## src/rtl/rv32v_types_pkg.sv

```systemverilog
// Shared vector-lane types: element/offset widths, pair index type and the
// expand offset walker state encoding.
package rv32v_types_pkg;
    localparam int VLMAX    = 64;
    localparam int OFFSET_W = 7;
    localparam int IDX_W    = $clog2(VLMAX);
    localparam int PAIR_W   = (VLMAX > 2) ? $clog2(VLMAX / 2) : 1;

    typedef logic [OFFSET_W-1:0] offset_t;
    typedef logic [PAIR_W-1:0]   pair_t;

    typedef enum logic [1:0] {
        IDLE   = 2'd0,
        RUN    = 2'd1,
        FINISH = 2'd2
    } expand_state_t;

    function automatic offset_t clamp_vl(offset_t v);
        return (v > offset_t'(VLMAX)) ? offset_t'(VLMAX) : v;
    endfunction
endpackage

```

## src/rtl/expand_offset_unit_if.sv

```systemverilog
// Control/lane bundle between the vector control unit, the lane pipeline and
// the expand offset walker.
interface expand_offset_unit_if;
    import rv32v_types_pkg::*;

    logic             ena;
    logic             done;
    logic             stall;
    offset_t          vl;
    logic [VLMAX-1:0] mask;
    logic             busy;
    logic [1:0]       ren;
    offset_t          roffset0;
    offset_t          roffset1;
    offset_t          eidx0;
    offset_t          eidx1;
    logic             last;
    logic             fin;
    offset_t          active_cnt;

    modport expand_offset_unit (
        input  ena, done, stall, vl, mask,
        output busy, ren, roffset0, roffset1, eidx0, eidx1, last, fin, active_cnt
    );

    modport master (
        output ena, done, stall, vl, mask,
        input  busy, ren, roffset0, roffset1, eidx0, eidx1, last, fin, active_cnt
    );
endinterface

```

## src/rtl/mask_pair_select.sv

```systemverilog
// Picks the mask bits for element pair k (elements 2k and 2k+1) and flags
// which of the two elements fall inside the vector length. Shared with compress.
module mask_pair_select
    import rv32v_types_pkg::*;
(
    input  logic [VLMAX-1:0] mask_i,
    input  pair_t            k_i,
    input  offset_t          vl_i,
    output offset_t          e0_o,
    output offset_t          e1_o,
    output logic             v0_o,
    output logic             v1_o,
    output logic             m0_o,
    output logic             m1_o
);
    logic [IDX_W-1:0] idx0;
    logic [IDX_W-1:0] idx1;

    assign idx0 = {k_i, 1'b0};
    assign idx1 = {k_i, 1'b1};

    assign e0_o = offset_t'(idx0);
    assign e1_o = offset_t'(idx1);
    assign v0_o = (e0_o < vl_i);
    assign v1_o = (e1_o < vl_i);
    assign m0_o = mask_i[idx0];
    assign m1_o = mask_i[idx1];
endmodule

```

## src/rtl/expand_offset_unit.sv

```systemverilog
// Expand offset walker: steps the element range two at a time and, for each
// active mask bit, emits the packed-source offset (count of set bits below it).
module expand_offset_unit
    import rv32v_types_pkg::*;
(
    input  logic CLK,
    input  logic nRST,
    expand_offset_unit_if.expand_offset_unit bus
);
    expand_state_t state_q, state_d;
    pair_t         k_q, k_d;
    offset_t       cnt_q, cnt_d;
    offset_t       vl_q, vl_d;

    offset_t e0, e1;
    logic    v0, v1, m0, m1;
    logic    ren0, ren1, is_last;
    offset_t vl_lat;

    mask_pair_select u_sel (
        .mask_i (bus.mask),
        .k_i    (k_q),
        .vl_i   (vl_q),
        .e0_o   (e0),
        .e1_o   (e1),
        .v0_o   (v0),
        .v1_o   (v1),
        .m0_o   (m0),
        .m1_o   (m1)
    );

    assign ren0    = v0 & m0;
    assign ren1    = v1 & m1;
    // vl_q is never zero while in RUN, so vl_q-1 cannot underflow there.
    assign is_last = (e1 >= (vl_q - offset_t'(1)));
    assign vl_lat  = clamp_vl(bus.vl);

    always_ff @(posedge CLK or negedge nRST) begin
        if (!nRST) begin
            state_q <= IDLE;
            k_q     <= '0;
            cnt_q   <= '0;
            vl_q    <= '0;
        end else begin
            state_q <= state_d;
            k_q     <= k_d;
            cnt_q   <= cnt_d;
            vl_q    <= vl_d;
        end
    end

    always_comb begin
        state_d = state_q;
        k_d     = k_q;
        cnt_d   = cnt_q;
        vl_d    = vl_q;
        if (bus.done) begin
            state_d = IDLE;
            k_d     = '0;
            cnt_d   = '0;
        end else begin
            case (state_q)
                IDLE: begin
                    if (bus.ena && !bus.stall) begin
                        k_d     = '0;
                        cnt_d   = '0;
                        vl_d    = vl_lat;
                        state_d = (vl_lat != '0) ? RUN : FINISH;
                    end
                end
                RUN: begin
                    if (!bus.stall) begin
                        cnt_d = cnt_q + offset_t'(ren0) + offset_t'(ren1);
                        k_d   = k_q + 1'b1;
                        if (is_last) state_d = FINISH;
                    end
                end
                FINISH:  state_d = IDLE;
                default: state_d = IDLE;
            endcase
        end
    end

    always_comb begin
        bus.busy       = 1'b0;
        bus.ren        = 2'b00;
        bus.roffset0   = '0;
        bus.roffset1   = '0;
        bus.eidx0      = '0;
        bus.eidx1      = '0;
        bus.last       = 1'b0;
        bus.fin        = 1'b0;
        bus.active_cnt = '0;
        case (state_q)
            RUN: begin
                bus.busy     = 1'b1;
                bus.ren      = {ren1, ren0};
                bus.roffset0 = cnt_q;
                bus.roffset1 = cnt_q + offset_t'(ren0);
                bus.eidx0    = e0;
                bus.eidx1    = e1;
                bus.last     = is_last;
            end
            FINISH: begin
                bus.busy       = 1'b1;
                bus.fin        = 1'b1;
                bus.active_cnt = cnt_q;
            end
            default: ;
        endcase
    end
endmodule

```

## src/flat_wrapper.sv

```systemverilog
// flat-port wrapper written by rule: the top's interface ports become plain ports
module expand_offset_unit_flat import rv32v_types_pkg::*;
  (CLK, nRST, bus_ena, bus_done, bus_stall, bus_vl, bus_mask, bus_busy, bus_ren, bus_roffset0, bus_roffset1, bus_eidx0, bus_eidx1, bus_last, bus_fin, bus_active_cnt);
  expand_offset_unit_if bus_i ();
  input  logic CLK;
  input  logic nRST;
  input wire logic [$bits(bus_i.ena)-1:0] bus_ena;
  input wire logic [$bits(bus_i.done)-1:0] bus_done;
  input wire logic [$bits(bus_i.stall)-1:0] bus_stall;
  input wire logic [$bits(bus_i.vl)-1:0] bus_vl;
  input wire logic [$bits(bus_i.mask)-1:0] bus_mask;
  output wire logic [$bits(bus_i.busy)-1:0] bus_busy;
  output wire logic [$bits(bus_i.ren)-1:0] bus_ren;
  output wire logic [$bits(bus_i.roffset0)-1:0] bus_roffset0;
  output wire logic [$bits(bus_i.roffset1)-1:0] bus_roffset1;
  output wire logic [$bits(bus_i.eidx0)-1:0] bus_eidx0;
  output wire logic [$bits(bus_i.eidx1)-1:0] bus_eidx1;
  output wire logic [$bits(bus_i.last)-1:0] bus_last;
  output wire logic [$bits(bus_i.fin)-1:0] bus_fin;
  output wire logic [$bits(bus_i.active_cnt)-1:0] bus_active_cnt;
  assign bus_i.ena = bus_ena;
  assign bus_i.done = bus_done;
  assign bus_i.stall = bus_stall;
  assign bus_i.vl = bus_vl;
  assign bus_i.mask = bus_mask;
  assign bus_busy = bus_i.busy;
  assign bus_ren = bus_i.ren;
  assign bus_roffset0 = bus_i.roffset0;
  assign bus_roffset1 = bus_i.roffset1;
  assign bus_eidx0 = bus_i.eidx0;
  assign bus_eidx1 = bus_i.eidx1;
  assign bus_last = bus_i.last;
  assign bus_fin = bus_i.fin;
  assign bus_active_cnt = bus_i.active_cnt;
  expand_offset_unit u_core (.CLK(CLK), .nRST(nRST), .bus(bus_i));
endmodule
```

## config.mk

```make
export PLATFORM = sky130hd
export DESIGN_NAME = expand_offset_unit_flat
export DESIGN_NICKNAME = d
export VERILOG_FILES = /design/src/rtl/rv32v_types_pkg.sv /design/src/rtl/expand_offset_unit_if.sv /design/src/rtl/mask_pair_select.sv /design/src/rtl/expand_offset_unit.sv /design/src/flat_wrapper.sv
export SDC_FILE = /design/constraint.sdc
export NUM_CORES = 1
export LEC_CHECK = 0
export ABC_AREA = 1
export ABC_CLOCK_PERIOD_IN_PS = 5100
export BUFFER_PORTS_ARGS = -buffer_cell sky130_fd_sc_hd__buf_2
export CORE_MARGIN = 1.5
export CORE_UTILIZATION = 54
export DETAILED_ROUTE_END_ITERATION = 12
export PLACE_DENSITY = 0.91
export SETUP_SLACK_MARGIN = 0.05
export SLEW_MARGIN = 15
export SYNTH_ARGS = -nofsm -noshare
export SYNTH_HDL_FRONTEND = slang
export SYNTH_HIERARCHICAL = 1
export SYNTH_SLANG_ARGS = --single-unit
```

## constraint.sdc

```tcl
create_clock -name CLK -period 5.1 [get_ports CLK]
set_input_delay 0.51 -clock CLK [delete_from_list [all_inputs] [get_ports CLK]]
set_output_delay 0.51 -clock CLK [all_outputs]
set_load 0.1 [all_outputs]
```

==> results summary, run 1 <==
Buffers inserted during clock tree synthesis total 3. The number of maximum-capacitance constraint violations is 0. The vertical extent of the die came out at 75.5 µm. The fraction of registers with async set or reset after synthesis came out at 1.00. The number of hold buffers added after CTS was 0.

The quantity of I/O buffers inserted on ports is 112. The maximum number of pins on one net before global-route repair is 34. The setup total negative slack is 0 ns. In this run the tightest slew margin relative to its limit is 0.346.

The clock tree from TritonCTS is built. The number of placed instances, taps included came out at 623. The tightest min-delay check is of the input port to async pin type. The tree built by TritonCTS fans out to 21 sinks. The share of total power dissipated in sequential elements is 0.188. The areal power density over the cells is 456 nW/µm². The layout filler cell count is 471. The run finished with clean final reports. The die width came out at 75.5 µm.

The remaining global-route overflow is 0. The portion of the post-synthesis area used by sequential elements came out at 0.185. The final-layout worst hold slack is 0.202 ns. The post-cts repair resize count came out at 0. The critical path arrival came out at 3.44 ns. The critical-path maximum fanout came out at 22. In the layout the commonest cells are nand2_1, buf_2, inv_1, nand3_1, ha_1. After synthesis, the netlist uses 37 different library cells. The number of antenna violations at the first check in global routing is 0.

The met3 routing resource usage after global routing is 0.0291. In the final design database the tool counted 656 nets. The cell row count came out at 26. The clock latency of the later-clocked register in the worst-skew pair is 0.26 ns. The post-CTS repair timing setup buffer count came out at 0. After legalization and detailed placement, the total HPWL measured 5.68 mm. Across the VDD grid, the largest voltage drop is 0.309 mV. The via count normalized by instance count is 5.04. Among all flip-flop cells after synthesis, the most frequent one is dfrtp_1. The sequential cell area came out at 526 µm². The area of the multi-input gates came out at 1760 µm². The cell area after technology mapping came out at 2840 µm². The maximum clock path buffer count is 2. The cell-internal power is 579 µW. The number of synthesized register bits is 21.

The net switching component of the power came out at 927 µW. The met1 capacity usage during global routing is 0.298. The layout overhead on the synthesized area came out at 16.4%. The detailed router placed 3160 vias in this run.

The die area is 5700 µm². The routability congestion estimate from global placement came out at 0.929. The global-route usage over all layers is 0.250.

The total DRC errors in the routed layout is 0. The logic gate share of total power is 0.740. CTS built an H-tree with a depth of 1.

Summed over all cells, the static leakage comes to 0.00213 µW. The max-slew violation count was 0. 116 I/O pins were placed. The number of optimization iterations in the first detailed-route pass is 4. The switching part of the total power came out at 0.616. The number of failing hold endpoints at the final stage is 0. The critical path is of the flop to output pin type. Of the cells placed in the final design, the portion with a size suffix greater than 1 is 0.255. The worst setup path is captured at an output pin. For this run, global-route usage on met2 was measured as 0.475.

Setup repair after global routing left no endpoint under its margin. The minimum clock period is 3.95 ns. The transition time at the pin with the least slew margin came out at 0.981 ns. The final critical-path share of the clock period is 0.774. The cell count after synthesis came out at 467. After clock tree synthesis, the clock-pin slew on the worst setup and hold paths is 0.08 ns. The count of non-filler cells in the finished layout came out at 627. The average wire length per cell after detail routing came out at 11.5 µm.

For this run, the number of Yosys warnings is 6. After floorplanning, the core was sized to cover 5070 µm². Clock tree synthesis selected as its root buffer the cell clkbuf_8. The number of failing setup endpoints in the final timing report came out at 0. Dividing the synthesized area by the synthesized cell count gives 6.08 µm². Static timing analysis puts the maximum clock frequency at 0.253 GHz. The residual antenna-violating net count after detailed routing is 0. The antenna diode count came out at 0. STA classifies the critical path startpoint as a flop.

The first-pass GRT wire length came out at 11.3 mm. The number of global-route vias before repair is 2714. The detailed-route wire length is 7.24 mm. The required time at the worst-slack endpoint came out at 4.59 ns. The number of flops mapped to enable cells by yosys came out at 0.

The worst-case clock skew came out at 0.00379 ns. The share of power burned in the clock network came out at 0.073. In this run the most used layer during global routing was met2. The end-of-flow core utilization is 0.651. The detailed router's first-iteration violation count came out at 223. The leading cell type in the layout, fill and taps excluded is nand2_1. The starting density of the core is 0.560.
[logic make-up after synthesis]
group,after synthesis,share of synthesized area
DFF,21,0.185
adders and majority gates,22,0.0969
buffers and inverters,108,0.197
AOI/OAI and AO/OA,34,0.0714
other,2,0.00264
and+or+nand+nor,273,0.426
xor gates and xnor gates,7,0.0216
[worst max-delay path: stages, from the launching register on]
cell and delay (ns):
dfrtp_1 0.81, buf_4 0.36, nand2_1 0.07, nand3_1 0.09, nand3_1 0.09, nand2_1 0.09, nand2_1 0.04, nand2_1 0.08
nand2_1 0.04, nand2_1 0.05, nand2_1 0.06, inv_1 0.06, ha_1 0.22, ha_1 0.26, inv_1 0.07, o21ai_0 0.16
nand2_1 0.09, nor2_1 0.09, buf_2 0.43
[cell usage after synthesis, types with 4 or more instances]
cell type / number / area [µm²]
o21ai_0: 8 / 40.0
nor2_1: 15 / 56.3
inv_4: 4 / 25.0
buf_4: 17 / 128
o22ai_1: 4 / 25.0
ha_1: 22 / 275
nand3_1: 63 / 315
dfrtp_1: 21 / 526
inv_1: 71 / 267
a21oi_1: 11 / 55.1
buf_6: 7 / 78.8
nand4_1: 7 / 43.8
nand2_1: 168 / 631
nand2_2: 8 / 50.1
xor2_1: 6 / 52.6
[path summary, 6_finish.rpt]
check / start / endpoint / slack [ns] / depth (start not counted)
hold / removal: nRST / u_core/cnt_q[4] / 0.20 / 1
min in group CLK: bus_vl[1] / u_core/vl_q[1] / 0.48 / 3
setup reg to reg: u_core/k_q[0] / u_core/cnt_q[6] / 1.84 / 16
max in group asynchronous: nRST / u_core/vl_q[5] / 4.57 / 1
hold reg to reg: u_core/state_q[0] / u_core/state_q[0] / 0.51 / 2
setup / recovery: u_core/k_q[0] / bus_roffset1[4] / 1.15 / 18
[registers in the layout (all words and copies together), names as in the netlist]
register	flops
u_core/vl_q	7
u_core/k_q	5
u_core/state_q	2
u_core/cnt_q	7
[layout make-up]
class,count,area share
clock inverters,1,0.00151
well taps,70,0.0265
multi-input cells,340,0.533
clock buffers,3,0.0125
repair buffers,113,0.172
flip-flops and latches,21,0.159
inverters,79,0.0954
[routing by layer]
metal | share of wire | up-vias
met4 | 0.0084 | 0
met5 | 0 | -
li1 | - | 1627
met1 | 0.43 | 1405
met3 | 0.060 | 8
met2 | 0.50 | 120
[power groups by stage]
stage	clock [µW]	sequential (µW)	combinational, µW
after floorplan	0	247	999
after global placement	0	280	1060
after detailed placement	0	285	1100
after CTS	112	282	1110
after global routing	119	291	1220
final	110	283	1110
[stage by stage]
step	power [µW]	setup slack, ns	area, µm²
detailed placement	1380	1.47	3260
finish	1510	1.15	3310
floorplan	1250	1.22	2850
global route	1630	0.803	3310
CTS	1500	1.17	3310
global placement	1340	1.57	3260
Power figures use the tool's default switching activity.
==> run 2, diff against run 1 <==
--- a/config.mk
+++ b/config.mk
@@ -5,13 +5,13 @@
 export SDC_FILE = /design/constraint.sdc
 export NUM_CORES = 1
 export LEC_CHECK = 0
-export ABC_AREA = 1
-export ABC_CLOCK_PERIOD_IN_PS = 5100
+export ABC_AREA = 0
+export ABC_CLOCK_PERIOD_IN_PS = 3800
 export BUFFER_PORTS_ARGS = -buffer_cell sky130_fd_sc_hd__buf_2
 export CORE_MARGIN = 1.5
-export CORE_UTILIZATION = 54
+export CORE_UTILIZATION = 49
 export DETAILED_ROUTE_END_ITERATION = 12
-export PLACE_DENSITY = 0.91
+export PLACE_DENSITY = 0.85
 export SETUP_SLACK_MARGIN = 0.05
 export SLEW_MARGIN = 15
 export SYNTH_ARGS = -nofsm -noshare
==> constraint.sdc (replaced) <==
create_clock -name CLK -period 3.8 [get_ports CLK]
set_input_delay 0.38 -clock CLK [delete_from_list [all_inputs] [get_ports CLK]]
set_output_delay 0.38 -clock CLK [all_outputs]
set_load 0.1 [all_outputs]
==> results summary, run 2 <==
Clock latency on the worst-skew pair, taken at its later pin, is 0.27 ns. The via count normalized by instance count is 5.43. Summing all placed instances gives a cell area of 3300 µm². The maximum clock path buffer count is 2. The share of power burned in registers came out at 0.213. The congestion estimate from routability-driven global placement came to 0.854. The peak supply drop is 0.655 mV. The number of H-tree branching levels is 1. The startpoint identified for the worst register-to-register timing path is u_core/k_q[1]. The count of nets after finishing is 523.

The clock sink count came out at 21. The commonest cells after synthesis are and2_1, mux2i_1, ha_1. The global-route usage over all layers is 0.237.

The total of warnings raised by yosys is 6. The net switching component of the power is 884 µW. The top-area cell type share of the netlist area is 0.194. The floorplan has 26 rows.

The number of buffers inserted for hold repair after clock tree synthesis came out at 0. The TritonCTS buffer count is 3. The portion of the post-synthesis area used by sequential elements came out at 0.194. After clock tree synthesis, the clock-pin slew on the worst setup and hold paths is 0.09 ns. The cell sitting at the root of the clock tree is a clkbuf_8. The highest attainable clock frequency is 0.279 GHz. The maximum number of pins on one net before global-route repair came out at 26. The largest registers in the layout are u_core/cnt_q: 7 flops, u_core/vl_q: 7 flops, u_core/k_q: 5 flops. For this block, the via count after detailed routing is 2681.

The nature of the critical path startpoint is a flop. The number of maximum-capacitance constraint violations is 0. The class of the tightest hold or removal check is input port to async pin. The number of antenna violations at the first check in global routing is 0. Summed over all cells, the static leakage comes to 0.00167 µW. The die area is 5990 µm². The final-layout worst hold slack came out at 0.0577 ns. The leading cell type in the layout, fill and taps excluded is buf_2.

The average wire length per cell after detail routing came out at 15.0 µm. The total DRC errors in the routed layout is 0. Of the total power, combinational logic draws 0.690.

The first-pass GRT wire length is 11.7 mm. For the finished layout, the period the worst path requires is 3.58 ns. The number of failing hold endpoints at the final stage is 0.

The cell type of the slowest stage on the worst timing path is dfrtp_4. For the worst setup path, the data arrival time is 3.20 ns. Measured against its own limit, the worst slew margin works out to 0.357. In this run, synthesis inferred 0 flip-flops with an integrated enable. The run finished with clean final reports. The worst setup path is captured at an output pin.

Summed over all instances, the cell type with the most area after synthesis is dfrtp_1. TritonCTS built the clock tree. After synthesis, the mean cell area works out to 8.34 µm². The final critical-path share of the clock period is 0.942. The worst-case clock skew came out at 0.0101 ns. The highest signal layer in the routed design is met4. Of all nets on the critical path, the largest fanout is 19.

The repair_antennas step left the layout with diodes totalling 0. Once layout is done, the placed cells without fillers occupy 3420 µm². Setup repair after global routing left no endpoint under its margin. The max-slew violation count was 0. Counting stages on the worst path, the most repeated cell is buf_12. The residual antenna-violating net count after detailed routing came out at 0.

The top-level I/O count came out at 116. The total met3 wirelength after detailed routing is 558 µm. The cell area after technology mapping came out at 2710 µm². Setup violations remaining at the end of the flow were counted as 0.

The starting density of the core is 0.521. The first routing iteration left 127 violations. The length of routed met2 wiring came out at 3.74 mm.

The cell count after synthesis came out at 325. The count of unique library cells instantiated by Yosys came out at 56. At the pin with the least slew margin, the transition time is 0.971 ns. The remaining global-route overflow came out at 0. The top cell types in the final layout, fill and taps aside, are buf_2, and2_1, mux2i_1, nand2_1, ha_1. The vertical extent of the die is 77.4 µm. The critical path is of the flop to output pin type. The required time at the worst-slack endpoint is 3.42 ns. The cell-internal power came out at 700 µW. The areal power density over the cells is 463 nW/µm². After detailed routing, the total wire length is 7.40 mm. The dominant synthesized flop cell is dfrtp_1. Of the total power, the share spent switching nets is 0.558. The origin of the worst setup path is u_core/k_q[1]. Ranked by total cell area, the synthesized netlist is headed by dfrtp_1, mux2i_1, ha_1. The number of synthesized register bits came out at 21. Before antenna repair, the detailed router went through 5 iterations. In this run the horizontal extent of the chip is 77.4 µm.

The fraction of registers with async set or reset after synthesis is 1.00. The critical path goes through buf_12, mux2i_1, a22oi_1, nand2_1, o311ai_2, and2_1, ha_2, ha_4, nand3_1, nor3_2, xnor2_1, nor2b_2, buf_12. The layout overhead on the synthesized area came out at 26.2%. The detailed-route wire length on metal 1 came out at 3.01 mm. During placement, the flow inserted port buffers numbering 112.

Of the total power, the clock network draws 0.097. The end-of-flow core utilization is 0.657. The number of global-route vias before repair came out at 2639. The maximum cell stage delay along the critical path came out at 0.57 ns. In the final layout, the share of cells above drive strength 1 is 0.340. The total area inside the core boundary comes to 5200 µm². and2_1 is the most common cell in the netlist. The half-perimeter wire length after placement is 5.76 mm.
[run 2: cell count changes after synthesis, moves of 5 or more]
cell | before | now
nand2b_1 | 0 | 10
nand2_1 | 168 | 20
a22oi_1 | 0 | 15
mux2i_1 | 0 | 35
o21ai_0 | 8 | 15
nand2_2 | 8 | 0
nand3_1 | 63 | 4
inv_1 | 71 | 16
nor2b_1 | 0 | 5
nor2_1 | 15 | 9
nand4_1 | 7 | 2
and2_1 | 0 | 36
xnor2_1 | 1 | 7
[run 2: what timing repair did]
action,CTS,global route
endpoints found under the setup margin,1,5
gates resized for setup,3,7
buffers inserted,0,5
[run 2: area by class of cell]
type / count / area [µm²]
clock inverter: 1 / 7.51
sequential: 21 / 532
tap: 70 / 87.6
inverter: 16 / 60.1
timing repair buffer: 123 / 746
clock buffer: 3 / 41.3
fill: 441 / 1790
multi-input combinational: 260 / 1950
[run 2: metal layers]
| metal | GRT usage | vias to the layer above |
|---|---|---|
| met5 | 0 | - |
| met4 | 0.0800 | 0 |
| met3 | 0.0365 | 12 |
| met2 | 0.426 | 125 |
| met1 | 0.285 | 1217 |
| li1 | - | 1327 |
[run 2: worst paths after layout]
path / cells after the start / slack [ns] / endpoint
setup / recovery: 13 / 0.22 / bus_roffset1[6]
hold / removal: 1 / 0.06 / u_core/cnt_q[4]
setup reg to reg: 15 / 0.30 / u_core/cnt_q[6]
hold reg to reg: 2 / 0.56 / u_core/vl_q[1]
max in group asynchronous: 1 / 3.37 / u_core/k_q[1]
min in group CLK: 3 / 0.37 / u_core/vl_q[4]
[run 2: logic make-up after synthesis]
| family | share of synthesized area |
|---|---|
| multiplexers | 0.138 |
| AND/OR/NAND/NOR | 0.258 |
| other | 0.00277 |
| XOR/XNOR | 0.0420 |
| adder cells (fa/ha/maj) | 0.102 |
| buffers and inverters | 0.103 |
| flip-flops | 0.194 |
| AO/OA/AOI/OAI | 0.161 |
[run 2: power groups by stage]
stage	Clock, µW	Sequential (µW)	Combinational [µW]
after floorplan	0	323	878
after global placement	0	336	1040
after detailed placement	0	342	1080
after CTS	157	339	1080
after global routing	174	346	1190
final	154	338	1090
[run 2: worst max-delay path: cells and delay by family (launching register included)]
family,cells,cell delay [ns]
simple gates,5,0.79
mux,1,0.12
fa+ha+maj,2,0.45
xor+xnor,1,0.14
flops,1,0.57
buf+inv,2,0.38
compound gates,2,0.47
[run 2: metrics by stage]
| step | total power (µW) | std cells | worst slack (ns) | TNS [ns] |
|---|---|---|---|---|
| 2_1_floorplan | 1200 | 327 | -0.256 | -0.256 |
| 4_1_cts | 1580 | 489 | 0.0735 | 0 |
| 3_5_place_dp | 1420 | 485 | 0.182 | 0 |
| 3_3_place_gp | 1370 | 485 | 0.321 | 0 |
| 5_1_grt | 1710 | 494 | 0.0601 | 0 |
| 6_report | 1580 | 494 | 0.220 | 0 |
==> run 3, diff against run 2 <==
--- a/config.mk
+++ b/config.mk
@@ -7,11 +7,13 @@
 export LEC_CHECK = 0
 export ABC_AREA = 0
 export ABC_CLOCK_PERIOD_IN_PS = 3800
-export BUFFER_PORTS_ARGS = -buffer_cell sky130_fd_sc_hd__buf_2
+export CELL_PAD_IN_SITES_DETAIL_PLACEMENT = 1
+export CELL_PAD_IN_SITES_GLOBAL_PLACEMENT = 1
 export CORE_MARGIN = 1.5
-export CORE_UTILIZATION = 49
+export CORE_UTILIZATION = 46
 export DETAILED_ROUTE_END_ITERATION = 12
-export PLACE_DENSITY = 0.85
+export DONT_BUFFER_PORTS = 1
+export PLACE_DENSITY = 0.84
 export SETUP_SLACK_MARGIN = 0.05
 export SLEW_MARGIN = 15
 export SYNTH_ARGS = -nofsm -noshare
==> results summary, run 3 (same netlist as run 2, synthesis figures left out) <==
The worst slew margin relative to its limit came out at 0.272. The transition time at the pin with the least slew margin is 1.09 ns. At the end of the flow, the number of nets in the layout was 432.

The number of global-route vias before repair is 2572. The antenna diode count came out at 0. The area of the multi-input gates came out at 1970 µm².

The via count normalized by instance count came out at 5.96. The cell-internal power is 693 µW. The placeable core region is 5610 µm². Derived from the worst setup path, the maximum achievable clock frequency is 0.281 GHz.

The clock transition time at the flip-flop clock pins of the worst setup and hold paths came out at 0.08 ns. With fillers left out, the area of the finished cells amounts to 3020 µm². The setup check on the worst reg-to-reg path leaves a slack of 0.28 ns.

For this run, design rule violations remaining after detail routing come to 0. The number of optimization iterations in the first detailed-route pass came out at 4. The remaining global-route overflow is 0. Excluding fillers, the count of instances in the completed layout stands at 405. The max-slew violation count came out at 0. At the end of the flow the core is filled with cells to 0.538. Relative to the synthesized area, the layout overhead comes to 11.3%. The routability congestion estimate from global placement is 0.925. The residual antenna-violating net count after detailed routing is 0. The final critical-path share of the clock period is 0.935. Of the total power, combinational logic draws 0.690. In the final layout, the registers with the most flip-flops are u_core/cnt_q: 7 flops, u_core/vl_q: 7 flops, u_core/k_q: 5 flops. The top cell types in the final layout, fill and taps aside, are and2_1, mux2i_1, buf_4, nand2_1, ha_1. In this run the deepest clock path goes through 2 buffers.

The critical path arrival is 3.17 ns. Leaving out fill and tap cells, the most frequent cell in the layout is and2_1. Entering global routing, the biggest net connects 37 pins. The cell row count is 27.

Dividing the detail-routed wire length by the instance count gives 19.4 µm. The class of the tightest hold or removal check is input port to flop. The total power is 1590 µW. The half-perimeter wire length after placement came out at 6.00 mm. For this run, the total global-route usage over all layers was measured as 0.248. The number of H-tree branching levels is 1.

The number of antenna violations at the first check in global routing came out at 0. From left edge to right edge, the die measures 79.8 µm. The switching part of the total power came out at 0.565. The cell area after placement is 2900 µm². The number of failing hold endpoints at the final stage came out at 0. The clock latency of the later-clocked register in the worst-skew pair is 0.26 ns. The layout cell share with drive strength beyond 1 is 0.159. The share of power burned in registers came out at 0.216.

The number of placed instances, taps included came out at 399. Fill cells in the final layout number 672. The analysis attributes to net switching a power of 899 µW.

The worst setup path is captured at an output pin. The clock sink count came out at 21. Registers take 528 µm². Setup repair after global routing left no endpoint under its margin. The detailed-route wire length came out at 7.86 mm. The required time at the worst-slack endpoint came out at 3.42 ns. In this run the vertical extent of the chip is 79.8 µm. The share of total power dissipated in the clock network is 0.094.

The count of buffers added on input and output ports is 0. The flow ran to the end, and the final reports show no timing, DRC or antenna violations. The worst path needs 3.55 ns of the cycle, external delays included. The detailed router's first-iteration violation count is 96. The clock root buffer master is clkbuf_8.

Power spread over the standard cell area amounts to 528 nW/µm². The worst setup path category is flop to output pin. The static leakage is 0.00130 µW. Summing over every cut layer, the via total after detailed routing is 2412.

TritonCTS built the clock tree. 116 I/O pins were placed. The first-pass GRT wire length is 12.4 mm.

The die area came out at 6360 µm². The TritonCTS buffer count came out at 3. The number of failing setup endpoints in the final timing report is 0. The worst setup path is launched from a flop. The peak supply drop came out at 0.268 mV.

Between clock sinks in the finished design, the worst skew comes to 0.00263 ns. The starting density of the core came out at 0.483. Along the worst path, the maximum fanout reaches 7.

The number of maximum-capacitance constraint violations came out at 0.
run 3: cell count changes in the layout (fill, tap and decap cells not counted), sizes merged:
| cell | before | now |
|---|---|---|
| buf | 123 | 31 |
| clkinv | 0 | 1 |
| clkinvlp | 1 | 0 |
| dlygate4sd3 | 0 | 1 |
run 3: cell type report:
class / instances / area share
Sequential cell: 21 / 0.175
Tap cell: 72 / 0.0299
Inverter: 16 / 0.0199
Clock inverter: 1 / 0.00166
Multi-Input combinational cell: 260 / 0.654
Timing Repair Buffer: 32 / 0.105
Clock buffer: 3 / 0.0137
run 3: metal layers:
metal,vias to the layer above,GRT usage,part of all wire
met2,80,0.497,0.55
met1,1182,0.275,0.40
met3,4,0.0229,0.050
li1,1146,-,-
met5,-,0,0
met4,0,0.0603,0.0051
run 3: timing repair:
action | 4_1_cts | 5_1_grt
endpoints found under the hold margin | 21 | 0
buffers inserted | 0 | 1
gates resized for setup | 4 | 7
endpoints found under the setup margin | 1 | 4
gates cloned | 0 | 0
hold buffers | 1 | 0
run 3: final timing paths:
path / startpoint / end / cells after the start
max: u_core/k_q[0] / bus_roffset1[6] / 15
min: bus_vl[4] / u_core/vl_q[4] / 2
max reg2reg: u_core/k_q[1] / u_core/cnt_q[6] / 15
min reg2reg: u_core/state_q[1] / u_core/state_q[1] / 1
max in group asynchronous: nRST / u_core/k_q[1] / 1
min in group asynchronous: nRST / u_core/vl_q[4] / 1
run 3: power by group through the flow:
stage	clock (µW)	sequential (µW)	combinational, µW
detailed placement	0	346	1060
floorplan	0	323	878
global placement	0	341	1010
finish	150	343	1100
CTS	153	341	1080
global route	163	349	1190
run 3: critical path, cell delays in order, from the launching register on:
cell and delay (ns):
dfrtp_2 0.42, buf_4 0.17, inv_1 0.06, ha_1 0.32, nor2b_1 0.16, o21ai_1 0.15
nand2b_1 0.08, a21oi_1 0.17, and2_1 0.19, ha_4 0.19, ha_4 0.19, nand3_2 0.11
nor3_4 0.18, xnor2_2 0.12, nor2b_2 0.19, buf_12 0.19
run 3: metrics by stage:
| step | hold slack (ns) | setup slack [ns] | setup TNS, ns |
|---|---|---|---|
| after floorplan | 0.0844 | -0.256 | -0.256 |
| after CTS | 0.249 | 0.0704 | 0 |
| after global placement | 0.0849 | 0.403 | 0 |
| after global routing | 0.264 | 0.0546 | 0 |
| after detailed placement | 0.0848 | 0.157 | 0 |
| final | 0.251 | 0.247 | 0 |
